[src/rtl/multi_alloc_queue.sv]
// multi_alloc_queue: circular in-order slot allocator.
// Packs a sparse request mask contiguously from the tail using prefix-sum
// lane offsets, retires entries in order from the head, and supports a
// full flush that drops every live entry.

// prefix_sum: inclusive running sum across NUM_INPUT fields of INPUT_SIZE bits.
module prefix_sum #(
  parameter int NUM_INPUT   = 4,
  parameter int INPUT_SIZE  = 1,
  parameter int OUTPUT_SIZE = 3
) (
  input  logic [NUM_INPUT*INPUT_SIZE-1:0]  data,
  output logic [NUM_INPUT*OUTPUT_SIZE-1:0] sum
);

  logic [OUTPUT_SIZE-1:0] acc;

  // Ripple accumulation; NUM_INPUT is small so a linear chain is adequate.
  always_comb begin
    acc = '0;
    sum = '0;
    for (int i = 0; i < NUM_INPUT; i++) begin
      acc = acc + OUTPUT_SIZE'(data[i*INPUT_SIZE +: INPUT_SIZE]);
      sum[i*OUTPUT_SIZE +: OUTPUT_SIZE] = acc;
    end
  end

endmodule

module multi_alloc_queue #(
  parameter  int NUM_REQ   = 4,
  parameter  int NUM_ENTRY = 16,
  localparam int PTR_W     = $clog2(NUM_ENTRY),
  localparam int CNT_W     = $clog2(NUM_REQ) + 1
) (
  input  logic                     clk,
  input  logic                     rst_n,
  input  logic [NUM_REQ-1:0]       req_valid,
  output logic                     alloc_grant,
  output logic [NUM_REQ*PTR_W-1:0] alloc_tag,
  input  logic [CNT_W-1:0]         rel_cnt,
  input  logic                     flush,
  output logic                     rel_err,
  output logic [PTR_W-1:0]         head_ptr,
  output logic [PTR_W-1:0]         tail_ptr,
  output logic [PTR_W:0]           count,
  output logic                     full,
  output logic                     empty
);

  localparam logic [PTR_W:0] DEPTH = (PTR_W+1)'(NUM_ENTRY);

  logic [NUM_REQ*CNT_W-1:0] incl_flat;
  logic [CNT_W-1:0]         total;
  logic [PTR_W:0]           free_cnt;
  logic [PTR_W:0]           total_ext;
  logic [PTR_W:0]           rel_ext;
  logic                     rel_legal;
  logic [PTR_W:0]           alloc_amt;
  logic [PTR_W:0]           rel_amt;

  prefix_sum #(
    .NUM_INPUT  (NUM_REQ),
    .INPUT_SIZE (1),
    .OUTPUT_SIZE(CNT_W)
  ) u_prefix (
    .data(req_valid),
    .sum (incl_flat)
  );

  assign total = incl_flat[(NUM_REQ-1)*CNT_W +: CNT_W];

  // Each requesting lane lands at tail + number of requesting lanes below it.
  for (genvar g = 0; g < NUM_REQ; g++) begin : g_tag
    logic [CNT_W-1:0] excl;
    assign excl = incl_flat[g*CNT_W +: CNT_W] - CNT_W'(req_valid[g]);
    assign alloc_tag[g*PTR_W +: PTR_W] = tail_ptr + PTR_W'(excl);
  end

  // Free space uses registered count only, so rel_cnt stays off the grant path.
  always_comb begin
    total_ext   = (PTR_W+1)'(total);
    rel_ext     = (PTR_W+1)'(rel_cnt);
    free_cnt    = DEPTH - count;
    alloc_grant = !flush && (total_ext <= free_cnt);
    rel_legal   = (rel_ext <= count);
    alloc_amt   = alloc_grant ? total_ext : '0;
    rel_amt     = rel_legal ? rel_ext : '0;
  end

  // Pointer/count update; flush outranks allocate and release.
  always_ff @(posedge clk) begin
    if (!rst_n) begin
      head_ptr <= '0;
      tail_ptr <= '0;
      count    <= '0;
      rel_err  <= 1'b0;
    end else if (flush) begin
      head_ptr <= tail_ptr;
      count    <= '0;
      rel_err  <= 1'b0;
    end else begin
      tail_ptr <= tail_ptr + PTR_W'(alloc_amt);
      head_ptr <= head_ptr + PTR_W'(rel_amt);
      count    <= count + alloc_amt - rel_amt;
      rel_err  <= !rel_legal;
    end
  end

  assign full  = (count == DEPTH);
  assign empty = (count == '0);

endmodule

[config.mk]
export PLATFORM = sky130hd
export DESIGN_NAME = multi_alloc_queue
export DESIGN_NICKNAME = d
export VERILOG_FILES = /design/src/rtl/multi_alloc_queue.sv
export SDC_FILE = /design/constraint.sdc
export NUM_CORES = 1
export LEC_CHECK = 0
export ABC_AREA = 0
export CORE_MARGIN = 5
export CORE_UTILIZATION = 30
export DETAILED_ROUTE_END_ITERATION = 7
export GPL_ROUTABILITY_DRIVEN = 0
export GPL_TIMING_DRIVEN = 0
export PLACE_DENSITY = 0.61
export SYNTH_ARGS = -nofsm -noshare
export SYNTH_HDL_FRONTEND = slang
export SYNTH_HIERARCHICAL = 1
export SYNTH_SLANG_ARGS = --single-unit
[constraint.sdc]
create_clock -name clk -period 3.93 [get_ports clk]
set_input_delay 0.393 -clock clk [delete_from_list [all_inputs] [get_ports clk]]
set_output_delay 0.393 -clock clk [all_outputs]
set_load 0.05 [all_outputs]
==> impl_metrics.env <==
export IMPL_cap_violations=0
export IMPL_diodes=0
export IMPL_ant_nets=0
export IMPL_setup_viol=0
export IMPL_drc_errors=0
export IMPL_hold_depth=3
export IMPL_numCtsBuffers=3
export IMPL_layout_setup_ws_ns=0.123
export IMPL_clock_skew_ns=0.000682
export IMPL_vias=1488
export IMPL_dp_hpwl_um=3210
export IMPL_ys_seq_area_frac=0.153
export IMPL_crit_path_max_fanout=5
export IMPL_track_usage=0.106
export IMPL_hold_class="primary input to register"
export IMPL_period_share=0.969
export IMPL_crit_type="primary input to register"
export IMPL_antenna_found_initial=0
export IMPL_row_count=28
export IMPL_max_slew_margin_rel=0.577
export IMPL_ir_drop_mv=0.312
export IMPL_worst_path_max_delay_cell="fa_1"
export IMPL_initial_core_util=0.310
export IMPL_synth_area_sq_um=1840
export IMPL_fmax_mhz=263
export IMPL_synth_edf_count=0
export IMPL_leakage_nw=1.28
export IMPL_layout_drive_gt1_share=0.168
export IMPL_wl_per_cell_um=11.8
export IMPL_grt_overflow=0
export IMPL_path_clk_slew_ns=0.06
export IMPL_io_pins=43
export IMPL_cp_slowest_stage_delay_ns=0.58
export IMPL_first_pass_iters=4
export IMPL_ctsHoldBuffers=0
export IMPL_hold_slack_ns=0.530
export IMPL_cp_arrival_ns=3.95
export IMPL_cp_start_kind="primary input"
export IMPL_finalMaxSlewViolations=0
export IMPL_drtIter0Drc=27
export IMPL_hold_viol_final=0
export IMPL_ys_types=30
export IMPL_final_setup_tns_ns=0
export IMPL_critPathCaptureType="register"
export IMPL_path_cells="buf_6 -> inv_2 -> fa_1 -> inv_2 -> ha_4 -> inv_2 -> fa_1 -> inv_2 -> ha_4 -> o21ai_2 -> a31oi_4 -> a31oi_4 -> nand2_2 -> fa_1 -> inv_2 -> fa_2 -> a21o_1 -> a21oi_2 -> xnor2_1 -> nor2_1"
export IMPL_cts_tree="built"
export IMPL_syn_area_per_cell_sq_um=8.82
export IMPL_core_sq_um=5920
export IMPL_critical_path_top_delay_family="adder cells"
export IMPL_synth_area_leaders="ha_1 (31%), dfxtp_1 (15%), fa_1 (12%)"
export IMPL_placement_io_buffers=41
export IMPL_tightest_slew_ns=0.633
export IMPL_clock_sinks=14
export IMPL_fin_util=0.431
export IMPL_drt_wl_total_um=3970
export IMPL_async_flop_share=0
export IMPL_power_mw=1.76
export IMPL_grt_first_pass_wirelength_um=6610
export IMPL_cp_required_ns=4.07
export IMPL_die_w_um=88.2
export IMPL_critical_path_cell_count=20
export IMPL_place_ws_ns=-0.822
export IMPL_h_tree_depth=1
export IMPL_syn_inst=208
export IMPL_synth_top_area_cell="ha_1"
export IMPL_cts_root_buf="clkbuf_8"
export IMPL_fill_cells=593
export IMPL_insertion_delay_ns=0.25
export IMPL_die_area_sq_um=7780
export IMPL_via_per_inst=4.42
export IMPL_syn2layout_area_growth_pct=38.9
export IMPL_dp_cells=326
export IMPL_status="complete, no violations"
export IMPL_fp_dieH_um=88.2
export IMPL_placed_cell_area_sq_um=2380
export IMPL_critical_path_buf_inv_count=6
export IMPL_clk_path_buf_depth=2
export IMPL_grt_max_degree=13
export IMPL_rr_worst_depth=15
export IMPL_worst_path_most_repeated_cell="inv_2"
export IMPL_synth_seq_cells=14
export IMPL_grt_pass1_vias=1484
export IMPL_final_cells=337
export IMPL_ys_flop_type="dfxtp_1"
export IMPL_design_area_sq_um=2550
export IMPL_min_period_ns=3.81
export IMPL_synth_top_area_share=0.307
export IMPL_final_nets=329
export IMPL_p_per_area_nw_per_um2=691
export IMPL_ys_warnings_count=6
-- cell usage after synthesis, types with 5 or more instances --
master / number
inv_1: 46
ha_1: 45
dfxtp_1: 14
xor2_1: 12
a21oi_1: 11
fa_1: 11
and2_1: 8
nand2_1: 8
o21ai_0: 8
a21o_1: 7
xnor2_1: 7
nor2_1: 5
-- final timing paths --
kind                       to  slack [ns]          from
setup / recovery     count[4]        0.12  req_valid[1]
setup reg to reg     count[4]        0.52      count[0]
hold reg to reg   head_ptr[3]        0.53   head_ptr[3]
hold / removal    head_ptr[0]        0.53         flush
-- layout by cell type (no fill, tap or decap), drive strengths merged, types with 11 or more instances in the layout --
| master | n |
|---|---|
| a21oi | 11 |
| buf | 15 |
| clkdlybuf4s50 | 35 |
| dfxtp | 14 |
| fa | 11 |
| ha | 45 |
| inv | 46 |
| xor2 | 12 |
-- state kept, by name, summed over array words and instances, names as in the netlist --
| register | count |
|---|---|
| rel_err | 1 |
| head_ptr | 4 |
| count | 5 |
| tail_ptr | 4 |
-- area by class of cell --
cell class              instances  area (sq um)  area share
clock buffers                   4          55.1      0.0216
multi-input cells             144          1450       0.569
repair buffers                 48           458       0.180
inverters                      46           173      0.0677
flip-flops and latches         14           280       0.110
plain buffers                   6          38.8      0.0152
well taps                      75          93.8      0.0368
-- timing repair --
item / in CTS / in global routing
gates resized for setup: 21 / 13
setup endpoints to repair: 11 / 4
pin swaps: 12 / 15
endpoints found under the hold margin: 0 / 0
gates cloned: 0 / 0
buffers inserted: 4 / 3
-- metal layers --
| metal | wire, um | global-route usage |
|---|---|---|
| met5 | 0 | 0 |
| met3 | 143 | 0.0102 |
| met1 | 1830 | 0.139 |
| met2 | 1960 | 0.184 |
| met4 | 36 | 0.0288 |
-- worst register-to-register path: stages, from the launching register on --
cell	delay [ns]
dfxtp_1	0.50
inv_1	0.08
ha_1	0.23
xor2_1	0.22
ha_4	0.25
o21ai_2	0.17
a31oi_4	0.06
a31oi_4	0.22
nand2_2	0.10
fa_1	0.58
inv_2	0.07
fa_2	0.34
a21o_1	0.17
a21oi_2	0.12
xnor2_1	0.12
nor2_1	0.06
-- power by group --
part | internal [mW] | leakage [nW] | total, mW | switching, mW
combinational | 0.576 | 1.13 | 1.40 | 0.828
clock | 0.0889 | 0.0288 | 0.143 | 0.0541
sequential | 0.173 | 0.115 | 0.215 | 0.0424
-- kinds of logic (layout without fill, tap and decap cells) --
| group | after synthesis | in the layout | synth area share |
|---|---|---|---|
| adders and majority gates | 56 | 56 | 0.427 |
| buffers and inverters | 52 | 104 | 0.115 |
| and+or+nand+nor | 34 | 34 | 0.101 |
| AOI/OAI and AO/OA | 32 | 32 | 0.112 |
| xor gates and xnor gates | 19 | 19 | 0.0907 |
| DFF | 14 | 14 | 0.153 |
| other | 1 | 3 | 0.00204 |
Power figures use the tool's default switching activity.
